**src/rtl/uart_tx_io_pkg.sv**
```systemverilog
// Shared definitions for the memory-mapped UART transmitter.
// Register offsets, STATUS bit positions and the 2-bit transmitter FSM
// encoding live here so the top, the bench and any checkers agree on them.
package uart_tx_io_pkg;

    // Word offsets inside the IO page (mem_addr[3:2]).
    localparam logic [1:0] UART_REG_DATA   = 2'd0;
    localparam logic [1:0] UART_REG_STATUS = 2'd1;

    // STATUS register bit positions.
    localparam int ST_BUSY  = 0;
    localparam int ST_FULL  = 1;
    localparam int ST_EMPTY = 2;
    localparam int ST_OVR   = 3;

    // Transmitter FSM states, one per segment of an 8N1 frame.
    typedef enum logic [1:0] {
        S_IDLE  = 2'd0,
        S_START = 2'd1,
        S_DATA  = 2'd2,
        S_STOP  = 2'd3
    } uart_state_t;

    // Assemble the STATUS word from its flag bits; all other bits read zero.
    function automatic logic [31:0] pack_status(input logic ovr, input logic empty,
                                                input logic full, input logic busy);
        logic [31:0] w;
        w          = '0;
        w[ST_OVR]  = ovr;
        w[ST_EMPTY] = empty;
        w[ST_FULL] = full;
        w[ST_BUSY] = busy;
        return w;
    endfunction

endpackage

```
**src/rtl/uart_tx_io_if.sv**
```systemverilog
// CPU-side IO bus for the UART transmitter.
// Handshake: there is no valid/ready back-pressure on this bus. A write is a
// single cycle with io_sel & |io_wmask and is always accepted by the bus
// (the block may drop the byte internally and flag overrun). A read is a
// single cycle with io_sel & io_rstrb; io_rdata is valid on the following
// cycle and holds until the next strobed read.
interface uart_tx_io_if;
    logic        io_sel;
    logic [1:0]  io_addr;
    logic [31:0] io_wdata;
    logic [3:0]  io_wmask;
    logic        io_rstrb;
    logic [31:0] io_rdata;

    // Processor / SOC side.
    modport master (
        output io_sel, io_addr, io_wdata, io_wmask, io_rstrb,
        input  io_rdata
    );

    // UART block side.
    modport slave (
        input  io_sel, io_addr, io_wdata, io_wmask, io_rstrb,
        output io_rdata
    );
endinterface

```
**src/rtl/uart_tx_io_fifo.sv**
```systemverilog
// uart_tx_fifo: circular TX byte FIFO used when UART_TX_FIFO_EN is defined.
// Pointers carry one extra bit so full and empty are distinguishable; DEPTH
// must be a power of two (>= 2) so the pointers wrap naturally on depth.
// The caller only pushes when !full and only pops when !empty.
module uart_tx_fifo #(
    parameter int DEPTH = 8,
    parameter int WIDTH = 8
) (
    input  logic             clk,
    input  logic             reset,
    input  logic             push,
    input  logic [WIDTH-1:0] din,
    input  logic             pop,
    output logic [WIDTH-1:0] dout,
    output logic             full,
    output logic             empty
);

    localparam int AW    = $clog2(DEPTH);
    localparam int PTR_W = AW + 1;

    logic [WIDTH-1:0] mem [DEPTH];
    logic [PTR_W-1:0] wr_ptr;
    logic [PTR_W-1:0] rd_ptr;
    logic [PTR_W-1:0] count;

    assign count = wr_ptr - rd_ptr;
    assign full  = (count == PTR_W'(DEPTH));
    assign empty = (count == '0);
    assign dout  = mem[rd_ptr[AW-1:0]];

    // Storage write; contents need no reset because empty gates every read.
    always_ff @(posedge clk) begin
        if (push) begin
            mem[wr_ptr[AW-1:0]] <= din;
        end
    end

    // Pointer update; simultaneous push and pop leaves the count unchanged.
    always_ff @(posedge clk) begin
        if (reset) begin
            wr_ptr <= '0;
            rd_ptr <= '0;
        end else begin
            if (push) begin
                wr_ptr <= wr_ptr + PTR_W'(1);
            end
            if (pop) begin
                rd_ptr <= rd_ptr + PTR_W'(1);
            end
        end
    end

endmodule

```
**src/rtl/uart_tx_io.sv**
```systemverilog
// uart_tx_io: memory-mapped 8N1 UART transmitter on the processor data bus.
// Byte stores to DATA are queued and serialised LSB first onto tx; STATUS
// reports {overrun, empty, full, busy} so firmware can poll before writing.
// Build option: define UART_TX_FIFO_EN for a FIFO_DEPTH-entry TX FIFO;
// otherwise a single holding register (plus valid bit) buffers one byte.
module uart_tx_io
    import uart_tx_io_pkg::*;
#(
    parameter int CLKS_PER_BIT = 217,
    parameter int FIFO_DEPTH   = 8
) (
    input  logic         clk,
    input  logic         reset,
    uart_tx_io_if.slave  bus,
    output logic         tx,
    output logic         tx_busy,
    output uart_state_t  dbg_state
);

    localparam logic [15:0] LAST_CNT = 16'(CLKS_PER_BIT - 1);

    uart_state_t state;
    logic [15:0] baud_cnt;
    logic [2:0]  bit_cnt;
    logic [7:0]  shifter;
    logic        overrun;
    logic        bit_tick;

    logic        wr_hit;
    logic        rd_hit;
    logic        q_push;
    logic        q_pop;
    logic        q_full;
    logic        q_empty;
    logic [7:0]  q_dout;

    // Only the low byte of a store carries data.
    logic        unused_wdata;
    assign unused_wdata = ^bus.io_wdata[31:8];

    assign wr_hit   = bus.io_sel & (|bus.io_wmask) & (bus.io_addr == UART_REG_DATA);
    assign rd_hit   = bus.io_sel & bus.io_rstrb;
    // Full is the pre-edge value, so a write while full is dropped even if a
    // pop frees a slot on the same edge.
    assign q_push   = wr_hit & ~q_full;
    assign bit_tick = (baud_cnt == LAST_CNT);
    // Pop from IDLE, or at the end of a stop bit to chain frames without a gap.
    assign q_pop    = ~q_empty & ((state == S_IDLE) | ((state == S_STOP) & bit_tick));

    assign dbg_state = state;

`ifdef UART_TX_FIFO_EN
    uart_tx_fifo #(
        .DEPTH (FIFO_DEPTH),
        .WIDTH (8)
    ) u_fifo (
        .clk   (clk),
        .reset (reset),
        .push  (q_push),
        .din   (bus.io_wdata[7:0]),
        .pop   (q_pop),
        .dout  (q_dout),
        .full  (q_full),
        .empty (q_empty)
    );
`else
    localparam int unused_fifo_depth = FIFO_DEPTH;

    logic       hold_valid;
    logic [7:0] hold_data;

    assign q_full  = hold_valid;
    assign q_empty = ~hold_valid;
    assign q_dout  = hold_data;

    // Single-byte holding register; push (needs !valid) and pop (needs valid)
    // can never coincide.
    always_ff @(posedge clk) begin
        if (reset) begin
            hold_valid <= 1'b0;
            hold_data  <= 8'h00;
        end else if (q_push) begin
            hold_valid <= 1'b1;
            hold_data  <= bus.io_wdata[7:0];
        end else if (q_pop) begin
            hold_valid <= 1'b0;
        end
    end
`endif

    // Transmit FSM with registered tx/tx_busy; tx follows the state one cycle
    // later, which places the start bit two edges after a write from IDLE.
    always_ff @(posedge clk) begin
        if (reset) begin
            state    <= S_IDLE;
            baud_cnt <= 16'd0;
            bit_cnt  <= 3'd0;
            shifter  <= 8'h00;
            tx       <= 1'b1;
            tx_busy  <= 1'b0;
        end else begin
            tx_busy <= (state != S_IDLE) | ~q_empty;
            case (state)
                S_START: tx <= 1'b0;
                S_DATA:  tx <= shifter[0];
                default: tx <= 1'b1;
            endcase

            case (state)
                S_IDLE: begin
                    baud_cnt <= 16'd0;
                    if (q_pop) begin
                        shifter <= q_dout;
                        bit_cnt <= 3'd0;
                        state   <= S_START;
                    end
                end
                S_START: begin
                    if (bit_tick) begin
                        baud_cnt <= 16'd0;
                        state    <= S_DATA;
                    end else begin
                        baud_cnt <= baud_cnt + 16'd1;
                    end
                end
                S_DATA: begin
                    if (bit_tick) begin
                        baud_cnt <= 16'd0;
                        shifter  <= {1'b0, shifter[7:1]};
                        if (bit_cnt == 3'd7) begin
                            state <= S_STOP;
                        end else begin
                            bit_cnt <= bit_cnt + 3'd1;
                        end
                    end else begin
                        baud_cnt <= baud_cnt + 16'd1;
                    end
                end
                S_STOP: begin
                    if (bit_tick) begin
                        baud_cnt <= 16'd0;
                        if (q_pop) begin
                            shifter <= q_dout;
                            bit_cnt <= 3'd0;
                            state   <= S_START;
                        end else begin
                            state <= S_IDLE;
                        end
                    end else begin
                        baud_cnt <= baud_cnt + 16'd1;
                    end
                end
                default: state <= S_IDLE;
            endcase
        end
    end

    // Overrun: set by a dropped write, cleared by a STATUS read; set wins.
    always_ff @(posedge clk) begin
        if (reset) begin
            overrun <= 1'b0;
        end else if (wr_hit & q_full) begin
            overrun <= 1'b1;
        end else if (rd_hit & (bus.io_addr == UART_REG_STATUS)) begin
            overrun <= 1'b0;
        end
    end

    // Registered read port: one-cycle latency, holds when no read is strobed.
    always_ff @(posedge clk) begin
        if (reset) begin
            bus.io_rdata <= 32'd0;
        end else if (rd_hit) begin
            if (bus.io_addr == UART_REG_STATUS) begin
                bus.io_rdata <= pack_status(overrun, q_empty, q_full, tx_busy);
            end else begin
                bus.io_rdata <= 32'd0;
            end
        end
    end

endmodule

```
**src/flat_wrapper.sv**
```systemverilog
// flat-port wrapper written by rule: the top's interface ports become plain ports
module uart_tx_io_flat import uart_tx_io_pkg::*;
#(
    parameter int CLKS_PER_BIT = 217,
    parameter int FIFO_DEPTH   = 8
)
  (clk, reset, tx, tx_busy, dbg_state, bus_io_sel, bus_io_addr, bus_io_wdata, bus_io_wmask, bus_io_rstrb, bus_io_rdata);
  uart_tx_io_if bus_i ();
  input  logic clk;
  input  logic reset;
  output logic tx;
  output logic tx_busy;
  output uart_state_t dbg_state;
  input wire logic [$bits(bus_i.io_sel)-1:0] bus_io_sel;
  input wire logic [$bits(bus_i.io_addr)-1:0] bus_io_addr;
  input wire logic [$bits(bus_i.io_wdata)-1:0] bus_io_wdata;
  input wire logic [$bits(bus_i.io_wmask)-1:0] bus_io_wmask;
  input wire logic [$bits(bus_i.io_rstrb)-1:0] bus_io_rstrb;
  output wire logic [$bits(bus_i.io_rdata)-1:0] bus_io_rdata;
  assign bus_i.io_sel = bus_io_sel;
  assign bus_i.io_addr = bus_io_addr;
  assign bus_i.io_wdata = bus_io_wdata;
  assign bus_i.io_wmask = bus_io_wmask;
  assign bus_i.io_rstrb = bus_io_rstrb;
  assign bus_io_rdata = bus_i.io_rdata;
  uart_tx_io #(.CLKS_PER_BIT(CLKS_PER_BIT), .FIFO_DEPTH(FIFO_DEPTH)) u_core (.clk(clk), .reset(reset), .bus(bus_i), .tx(tx), .tx_busy(tx_busy), .dbg_state(dbg_state));
endmodule
```
**config.mk**
```make
export PLATFORM = sky130hd
export DESIGN_NAME = uart_tx_io_flat
export DESIGN_NICKNAME = d
export VERILOG_FILES = /design/src/rtl/uart_tx_io_pkg.sv /design/src/rtl/uart_tx_io_if.sv /design/src/rtl/uart_tx_io_fifo.sv /design/src/rtl/uart_tx_io.sv /design/src/flat_wrapper.sv
export SDC_FILE = /design/constraint.sdc
export NUM_CORES = 1
export LEC_CHECK = 0
export ABC_AREA = 1
export CAP_MARGIN = 20
export CORE_MARGIN = 10
export CORE_UTILIZATION = 60
export DETAILED_ROUTE_END_ITERATION = 12
export DONT_BUFFER_PORTS = 1
export PLACE_DENSITY = 0.76
export SLEW_MARGIN = 30
export SYNTH_ARGS = -nofsm -noshare
export SYNTH_HDL_FRONTEND = slang
export SYNTH_HIERARCHICAL = 1
export SYNTH_SLANG_ARGS = --single-unit
```
**constraint.sdc**
```tcl
create_clock -name clk -period 5 [get_ports clk]
set_input_delay 1 -clock clk [delete_from_list [all_inputs] [get_ports clk]]
set_output_delay 1 -clock clk [all_outputs]
set_load 0.01 [all_outputs]
```
==> results.cfg, run 1 <==
[routing]
wl_um = 4440
drc = 0
wl_per_cell_um = 12.2
drt_iter0_markers = 129
vias_per_cell = 5.09
postRouteAntennaNets = 0
vias = 1854
firstDrtPassIters = 4

[timing]
max_slew_margin = 0.643
slew_violations = 0
finalSetupViolations = 0
min_period_ps = 2110
finalHoldViolations = 0
skew_ps = 6.35
tightest_slew_ps = 535
rsz0062_at_grt = false
fmaxAchievable_mhz = 474
finalCritPeriodShare = 0.422
tns_ps = 0

[die]
rows = 22
fp.dieArea_um2 = 6770
core_um2 = 3720
die_y_um = 82.3
fp.dieW_um = 82.3
start_util = 0.626
ioPinCount = 78

[worst_setup_path]
end_kind = flop
crit_path_cell_trace = inv_1, ha_1, nor2_1, nand2_1, o21ai_4, nand2_1, nand2_1, a21oi_1
slowest_stage = dfxtp_1
startpoint_type = flop
worstPathRequired_ps = 5180
crit_arrival_ps = 2300
critPathMaxStageDelay_ps = 480
crit_start = u_core/dbg_state[0]
crit_type = flop to flop
critPathBufInv = 1
crit_fanout = 17
cp_top_family = simple AND/OR/NAND/NOR gates
timing.rr.start = u_core/dbg_state[0]
timing.critical_path.mode_cell = nand2_1

[synthesis]
yosys_warnings = 6
yosys.area_share.simple = 0.261
synth-compound-area-share = 0.124
synth_mux_area_frac = 0
seq_area_frac_synth = 0.387
syn_area_per_cell_um2 = 7.36
synth_top_family_by_area = simple AND/OR/NAND/NOR gates
syn_inst = 316
synthAdderAreaFrac = 0.0484
synth_seq_cells = 45
netlist_area_um2 = 2330
yosysUniqueCellTypes = 31
synth_xor_area_frac = 0.0151

[final_layout]
multi_input_area_um2 = 1150
final_common_cell = nand2_1
most-common-layout-cells = nand2_1 (58), dfxtp_1 (45), a21oi_1 (35)
fill_cells = 332
seq_area_um2 = 901
drive_gt1_frac = 0.0791
fin_nets = 366
num_antenna_cells = 0
layoutNonFillerInstCount = 364
area_delta_synth_final_pct = 0.0537

[cts]
clkSinkCount = 45
worstSkewPairLatency_ps = 290
hold_buffers = 0
clk_path_buf_depth = 2
cts-htree-levels = 2
cts_buffers = 5
cts_tree = yes
cts_root_buffer = clkbuf_8
post_cts_buffers = 0
path_clk_slew_ps = 80
ctsResizeCount = 0

[pwr]
p_sw_w = 0.000333
vdd_ir_drop_max_uv = 324
clkPwrFrac = 0.242
power_leakage_nw = 0.919
p_sw_frac = 0.377
p_comb_frac = 0.291
p_seq_frac = 0.467
internal_power_w = 0.000550
powerDensity_nw_per_um2 = 379

[flow_run]
cap_violations = 0

[min_path]
min_from = u_core/hold_data[3]
hp-class = flop to flop

[global_route]
antenna_found_initial = 0
grt-ovfl-total = 0
grt_pass1_vias = 1777
grt_usage = 0.136
grt_start_max_net_pins = 23
grt_pass1_wl_um = 7470

[placement]
place_hpwl_um = 3360
gp_congestion = 0.801
port_buffers = 0
place_inst = 356

[status]
status = completed
## kinds of logic (layout without fill, tap and decap cells)
logic type	count (synthesis)	count (layout)
simple gates	132	132
buf+inv	70	43
compound gates	55	55
flops	45	45
fa+ha+maj	9	9
xor+xnor	4	4
other cells	1	28
## per-stage QoR
stage | hold slack [ps] | area (µm²) | setup WS (ps) | power [W] | util
after global placement | 435 | 2240 | 2780 | 0.000671 | 0.603
after detailed placement | 442 | 2240 | 2760 | 0.000675 | 0.603
final | 451 | 2330 | 2890 | 0.000883 | 0.626
after CTS | 454 | 2330 | 2880 | 0.000889 | 0.626
after floorplan | 424 | 2430 | 3080 | 0.000652 | -
after global routing | 478 | 2330 | 2650 | 0.000949 | 0.626
## state kept, by name (all words and copies together) (netlist names)
name and cells:
u_core/bit_cnt 3, u_core/baud_cnt 16, u_core/hold_data 8, u_core/hold_valid 1
u_core/shifter 8, u_core/tx_busy 1, u_core/dbg_state 2, u_core/bus.io_rdata 4
u_core/tx 1, u_core/overrun 1
## cell usage after synthesis, drive strengths merged
cell,n,share of area
a21oi,35,0.075
a31oi,1,0.0027
buf,32,0.10
clkbuf,3,0.0048
conb,1,0.0016
dfxtp,45,0.39
ha,9,0.048
inv,35,0.056
nand2,65,0.11
nand3,21,0.045
nand3b,1,0.0032
nand4,5,0.013
nor2,29,0.053
nor3,7,0.022
nor3b,1,0.0032
nor4,1,0.0027
o21ai,18,0.044
o22ai,1,0.0027
or2,2,0.0054
xnor2,1,0.0038
xor2,3,0.011
## tightest hold or removal path, delay by kind of cell, from the launching register on
kind                   cells  cell delay [ps]
AOI/OAI and AO/OA          1               50
buffers and inverters      1               50
DFF                        1              300
## power by group through the flow
stage	clock network [W]	registers, W	logic (W)
finish	0.000214	0.000412	0.000257
floorplan	0	0.000415	0.000237
global route	0.000236	0.000417	0.000296
detailed placement	0	0.000422	0.000253
global placement	0	0.000421	0.000249
CTS	0.000221	0.000413	0.000255
## worst paths after layout
check / to / slack, ps / cells past startpoint
worst min register to register: u_core/hold_data[3] / 450 / 2
worst max register to register: u_core/shifter[3] / 2890 / 8
worst min-delay path: u_core/hold_data[3] / 450 / 2
worst max-delay path: u_core/shifter[3] / 2890 / 8
## layer usage
layer | global-route usage | vias to the layer above | share of wire
li1 | - | 960 | -
met1 | 0.168 | 824 | 0.45
met4 | 0.0391 | 0 | 0.0079
met2 | 0.217 | 64 | 0.42
met3 | 0.0508 | 6 | 0.12
met5 | 0 | - | 0
## area by class of cell
cell class / instances / share of cell area
multi-input cells: 228 / 0.494
flip-flops and latches: 45 / 0.387
well taps: 48 / 0.0258
clock buffers: 5 / 0.0296
inverters: 35 / 0.0565
clock inverters: 3 / 0.00753
No activity file was read; power rests on OpenSTA's default activity.
==> run 2, diff against run 1 <==
--- a/config.mk
+++ b/config.mk
@@ -5,13 +5,13 @@
 export SDC_FILE = /design/constraint.sdc
 export NUM_CORES = 1
 export LEC_CHECK = 0
-export ABC_AREA = 1
+export ABC_AREA = 0
 export CAP_MARGIN = 20
 export CORE_MARGIN = 10
-export CORE_UTILIZATION = 60
+export CORE_UTILIZATION = 57
 export DETAILED_ROUTE_END_ITERATION = 12
 export DONT_BUFFER_PORTS = 1
-export PLACE_DENSITY = 0.76
+export PLACE_DENSITY = 0.75
 export SLEW_MARGIN = 30
 export SYNTH_ARGS = -nofsm -noshare
 export SYNTH_HDL_FRONTEND = slang
==> constraint.sdc (replaced) <==
create_clock -name clk -period 1.9 [get_ports clk]
set_input_delay 0.38 -clock clk [delete_from_list [all_inputs] [get_ports clk]]
set_output_delay 0.38 -clock clk [all_outputs]
set_load 0.01 [all_outputs]
==> results.cfg, run 2 <==
[cts]
worstSkewPairLatency_ps = 310
path_clk_slew_ps = 90
cts-htree-levels = 2
clk_path_buf_depth = 2
clkSinkCount = 45
cts_buffers = 5
cts_root_buffer = clkbuf_8
cts_tree = yes
hold_buffers = 0

[pwr]
clkPwrFrac = 0.325
powerDensity_nw_per_um2 = 848
p_comb_frac = 0.215
power_leakage_nw = 1.05
vdd_ir_drop_max_uv = 481
p_sw_w = 0.000651
p_sw_frac = 0.291
internal_power_w = 0.00158
p_seq_frac = 0.460

[worst_setup_path]
crit_type = flop to flop
worstReg2RegEnd = u_core/shifter[5]
slowest_stage = dfxtp_1
crit_path_cell_trace = inv_1, ha_1, o21a_1, o21ai_1, a21o_1, buf_12, mux2_4
crit_arrival_ps = 1970
critPathBufInv = 2
critPathMaxStageDelay_ps = 410
end_kind = flop
startpoint_type = flop
timing.rr.start = u_core/dbg_state[1]
rr_worst_depth = 7
ff2ff_setup_slack_ps = 130
cp_top_family = compound AO/OA/AOI/OAI gates
crit_fanout = 8
worstPathRequired_ps = 2100

[final_layout]
largest_registers = u_core/baud_cnt: 16 flops, u_core/hold_data: 8 flops, u_core/shifter: 8 flops
area_delta_synth_final_pct = 3.28
largest_register_ffs = 16
final_common_cell = dfxtp_1
num_antenna_cells = 0
drive_gt1_frac = 0.123
most-common-layout-cells = dfxtp_1 (44), nor2_1 (40), conb_1 (28)
top_register = u_core/baud_cnt
fin_nets = 334

[synthesis]
yosys.area.top_type_share = 0.353
yosys.area_share.simple = 0.245
syn_inst = 277
synth_mux_area_frac = 0.112
post-synth-top-count-cell = dfxtp_1
yosys_warnings = 6
synth_edf_count = 0
yosys_most_used_dff = dfxtp_1
synth-async-reset-ratio = 0
yosysUniqueCellTypes = 51
synth.top_cells.by_area = dfxtp_1 (35%), buf_4 (8.2%), mux2i_1 (7.1%)
yosys.area.top_type = dfxtp_1
synthAdderAreaFrac = 0.0441
synth-compound-area-share = 0.0652
seq_area_frac_synth = 0.353
synth_top_family_by_area = simple AND/OR/NAND/NOR gates
yosys-top-cells-count = dfxtp_1 (45), nor2_1 (40), buf_4 (28)
synth_xor_area_frac = 0.0412
syn_area_per_cell_um2 = 9.21
netlist_area_um2 = 2550
synth_seq_cells = 45

[placement]
port_buffers = 0
dp_slack_ps = 24.1
gp_congestion = 0.844
place_hpwl_um = 3400

[timing]
layout_setup_ws_ps = 128
tns_ps = 0
tightest_slew_ps = 485
finalSetupViolations = 0
fmaxAchievable_mhz = 564
min_period_ps = 1770
skew_ps = 11.9
max_slew_margin = 0.673
slew_violations = 0
finalHoldViolations = 0
rsz0062_at_grt = false
finalCritPeriodShare = 0.933

[routing]
postRouteAntennaNets = 0
vias_per_cell = 5.30
wl_um = 4680
wl_met2_um = 2110
wl_per_cell_um = 13.9
firstDrtPassIters = 4
vias = 1782
drc = 0
highest_layer = met4
wl_met1_um = 2110
wl_met3_um = 393
drt_iter0_markers = 71

[die]
start_util = 0.586
fp.dieW_um = 86.9
core_um2 = 4350
ioPinCount = 78
rows = 24
die_y_um = 86.9
fp.dieArea_um2 = 7550

[global_route]
grt_pass1_vias = 1661
grt-ovfl-total = 0
grt_pass1_wl_um = 7480
grt_start_max_net_pins = 43
grt_usage = 0.119
antenna_found_initial = 0

[min_path]
min_from = reset
hold_path_depth = 1
hp-class = input port to flop
min_to = u_core/tx_busy

[flow_run]
cap_violations = 0

[status]
status = completed
-- run 2: cell types whose count changed after synthesis, moves of 7 or more --
cell | previous run | this run
nand2_2 | 7 | 0
o21ai_0 | 17 | 3
mux2_4 | 0 | 7
nand2b_1 | 0 | 9
nor2_1 | 25 | 40
nand2_1 | 58 | 5
mux2i_1 | 0 | 18
a21oi_1 | 35 | 5
nand3_1 | 21 | 7
and2b_1 | 0 | 7
inv_1 | 34 | 15
-- run 2: power groups by stage --
stage / Sequential, W / Clock (W) / Combinational, W
2_1_floorplan: 0.00105 / 0 / 0.000386
3_3_place_gp: 0.00105 / 0 / 0.000465
4_1_cts: 0.00103 / 0.000739 / 0.000477
5_1_grt: 0.00103 / 0.000776 / 0.000532
3_5_place_dp: 0.00105 / 0 / 0.000472
6_report: 0.00103 / 0.000726 / 0.000481
-- run 2: timing repair --
item                                    in CTS  in global routing
buffers inserted                             0                  0
endpoints found under the setup margin       1                  7
gates cloned                                 0                  0
resized for setup                            1                  1
-- run 2: how the worst max path moves through the flow --
stage / start / to / slack, ps / depth (start not counted)
2_1_floorplan: u_core/dbg_state[0] / u_core/shifter[0] / 90 / 7
3_3_place_gp: u_core/dbg_state[0] / u_core/shifter[5] / 60 / 7
3_5_place_dp: u_core/dbg_state[0] / u_core/shifter[5] / 20 / 7
4_1_cts: u_core/dbg_state[1] / u_core/shifter[5] / 60 / 7
5_1_grt: u_core/baud_cnt[0] / u_core/bit_cnt[2] / 20 / 6
6_report: u_core/dbg_state[1] / u_core/shifter[5] / 130 / 7
-- run 2: through the flow --
stage                     hold slack (ps)   util  instance area [µm²]  instances  total power (W)
after global placement                456  0.580                 2520        328          0.00151
after global routing                  120  0.605                 2640        336          0.00234
final                                 135  0.605                 2640        336          0.00224
after detailed placement              457  0.580                 2520        328          0.00152
after CTS                             130  0.605                 2640        336          0.00225
after floorplan                       442      -                 2650        304          0.00144
-- run 2: area by class of cell --
| type | instances | area (µm²) |
|---|---|---|
| clock buffer | 6 | 72.6 |
| timing repair buffer | 11 | 95.1 |
| sequential | 45 | 902 |
| fill | 375 | 1720 |
| inverter | 15 | 56.3 |
| clock inverter | 2 | 38.8 |
| tap | 52 | 65.1 |
| multi-input combinational | 205 | 1410 |
-- run 2: logic make-up (layout without fill, tap and decap cells) --
family | count (synthesis) | after routing
xor+xnor | 12 | 12
simple gates | 107 | 107
mux | 25 | 25
fa+ha+maj | 9 | 9
compound gates | 24 | 24
buf+inv | 54 | 34
flops | 45 | 45
other cells | 1 | 28
-- run 2: layer usage --
metal / track usage / vias to the layer above
met5: 0 / -
met4: 0.0486 / 0
met3: 0.0431 / 7
met2: 0.185 / 46
met1: 0.144 / 821
li1: - / 908
==> run 3, diff against run 2 <==
--- a/config.mk
+++ b/config.mk
@@ -7,13 +7,11 @@
 export LEC_CHECK = 0
 export ABC_AREA = 0
 export CAP_MARGIN = 20
-export CORE_MARGIN = 10
-export CORE_UTILIZATION = 57
+export CORE_UTILIZATION = 56
 export DETAILED_ROUTE_END_ITERATION = 12
 export DONT_BUFFER_PORTS = 1
-export PLACE_DENSITY = 0.75
+export PLACE_DENSITY = 0.74
 export SLEW_MARGIN = 30
 export SYNTH_ARGS = -nofsm -noshare
 export SYNTH_HDL_FRONTEND = slang
-export SYNTH_HIERARCHICAL = 1
 export SYNTH_SLANG_ARGS = --single-unit
==> results.cfg, run 3 <==
[routing]
wl_um = 4370
drc = 0
drt_iter0_markers = 102
wl_per_cell_um = 12.7
postRouteAntennaNets = 0
vias = 1793
firstDrtPassIters = 4
vias_per_cell = 5.20

[final_layout]
layoutNonFillerInstCount = 345
fin_nets = 346
most-common-layout-cells = dfxtp_1 (43), nor2_1 (39), conb_1 (28)
area_delta_synth_final_pct = 15.4
drive_gt1_frac = 0.207
largest_register_ffs = 16
num_antenna_cells = 0
final_common_cell = dfxtp_1
top_register = u_core.baud_cnt
largest_registers = u_core.baud_cnt: 16 flops, u_core.hold_data: 8 flops, u_core.shifter: 8 flops

[timing]
finalSetupViolations = 13
fmaxAchievable_mhz = 503
tns_ps = -828
finalCritPeriodShare = 1.05
holdWs_ps = 140
finalHoldViolations = 0
tightest_slew_ps = 927
min_period_ps = 1990
layout_setup_ws_ps = -88.2
max_slew_margin = 0.379
rsz0062_at_grt = true
slew_violations = 0
skew_ps = 10.7

[synthesis]
post-synth-top-count-cell = dfxtp_1
yosysUniqueCellTypes = 40
netlist_area_um2 = 2340
seq_area_frac_synth = 0.385
synth-async-reset-ratio = 0
yosys_warnings = 0
yosys.area.top_type = dfxtp_1
synth_seq_cells = 45
synth.top_cells.by_area = dfxtp_1 (38%), buf_4 (9.0%), mux2i_1 (7.7%)
syn_area_per_cell_um2 = 8.74
yosys.area.top_type_share = 0.385
yosys-top-cells-count = dfxtp_1 (45), nor2_1 (39), buf_4 (28)
synth_edf_count = 0
syn_inst = 268
yosys_most_used_dff = dfxtp_1

[min_path]
min_to = u_core.bit_cnt[2]
hold_path_depth = 1
min_from = reset
hp-class = input port to flop

[global_route]
grt_usage = 0.215
grt-ovfl-total = 0
antenna_found_initial = 0
top_usage_layer = met2
grt.met3_usage = 0.0514
grt_pass1_vias = 1545
use_met1 = 0.286
grt_util_met2 = 0.342
grt_pass1_wl_um = 7180
grt_start_max_net_pins = 32

[worst_setup_path]
worst-path-stages = 9
slowest_stage = or4b_4
critPathMaxStageDelay_ps = 470
crit_arrival_ps = 2220
startpoint_type = flop
crit_fanout = 8
crit_type = flop to flop
worstReg2RegEnd = u_core.shifter[2]
ff2ff_setup_slack_ps = -90
timing.critical_path.mode_cell = buf_6
worstPathRequired_ps = 2130
cp_top_family = simple AND/OR/NAND/NOR gates
rr_worst_depth = 9
crit_path_cell_trace = inv_2, ha_4, or4b_4, nor4_4, buf_6, a32oi_2, buf_6, a21o_1, a21oi_1
end_kind = flop
critPathBufInv = 3
timing.rr.start = u_core.baud_cnt[1]

[placement]
place_hpwl_um = 2970
gp_congestion = 0.778
port_buffers = 0
place_inst = 331

[pwr]
power_leakage_nw = 1.01
p_sw_frac = 0.317
internal_power_w = 0.00156
powerDensity_nw_per_um2 = 844
p_seq_frac = 0.454
vdd_ir_drop_max_uv = 548
p_comb_frac = 0.281
p_sw_w = 0.000723
clkPwrFrac = 0.265

[die]
die_y_um = 66.7
rows = 23
start_util = 0.586
core_um2 = 4000
fp.dieArea_um2 = 4440
fp.dieW_um = 66.7
ioPinCount = 78

[cts]
cts-htree-levels = 2
clkSinkCount = 45
worstSkewPairLatency_ps = 300
cts_tree = yes
hold_buffers = 0
path_clk_slew_ps = 90
clk_path_buf_depth = 2
cts_buffers = 5
cts_root_buffer = clkbuf_8

[status]
failed_checks = setup timing
status = finished with violations

[flow_run]
cap_violations = 0
==> run 3: layout make-up <==
| type | count | area, µm² |
|---|---|---|
| Multi-Input combinational cell | 203 | 1350 |
| Clock inverter | 1 | 7.51 |
| Fill cell | 333 | 1300 |
| Tap cell | 50 | 62.6 |
| Timing Repair Buffer | 32 | 265 |
| Clock buffer | 6 | 82.6 |
| Sequential cell | 45 | 903 |
| Inverter | 8 | 30.0 |
==> run 3: worst max-delay path by stage <==
stage	slack (ps)	from	endpoint
final	-90	u_core.baud_cnt[1]	u_core.shifter[2]
after global routing	-190	u_core.baud_cnt[1]	u_core.dbg_state[0]
after CTS	-220	u_core.baud_cnt[1]	u_core.shifter[2]
after detailed placement	-320	u_core.baud_cnt[0]	u_core.bit_cnt[0]
after global placement	-300	u_core.baud_cnt[0]	u_core.bit_cnt[0]
after floorplan	-190	u_core.baud_cnt[0]	u_core.shifter[5]
==> run 3: metrics by stage <==
step	power, W	worst slack, ps	instance area [µm²]	utilization
after floorplan	0.00147	-189	2460	-
after global placement	0.00156	-303	2450	0.614
after detailed placement	0.00158	-323	2450	0.614
after CTS	0.00230	-223	2690	0.671
after global routing	0.00241	-187	2700	0.676
final	0.00228	-88.2	2700	0.676
==> run 3: layer usage <==
metal / vias up / wire (µm)
li1: 917 / -
met1: 827 / 2070
met2: 43 / 2100
met3: 6 / 156
met4: 0 / 46
met5: - / 0
==> run 3: kinds of logic after synthesis <==
| group | share of synthesized area |
|---|---|
| AOI/OAI and AO/OA | 0.0924 |
| DFF | 0.385 |
| xor gates and xnor gates | 0.0486 |
| other | 0.00160 |
| and+or+nand+nor | 0.226 |
| adders and majority gates | 0.0481 |
| buffers and inverters | 0.122 |
| muxes | 0.0769 |
==> run 3: power by group through the flow <==
stage	clock network [W]	registers [W]	logic, W
3_5_place_dp	0	0.00106	0.000523
4_1_cts	0.000625	0.00104	0.000640
6_report	0.000605	0.00104	0.000642
3_3_place_gp	0	0.00105	0.000510
2_1_floorplan	0	0.00106	0.000419
5_1_grt	0.000662	0.00105	0.000703
==> run 3: timing repair <==
| action | in CTS | in global routing |
|---|---|---|
| setup buffers | 5 | 1 |
| cloned | 1 | 0 |
| resized for setup | 23 | 3 |
| pin swaps | 13 | 3 |
| endpoints found under the setup margin | 13 | 30 |
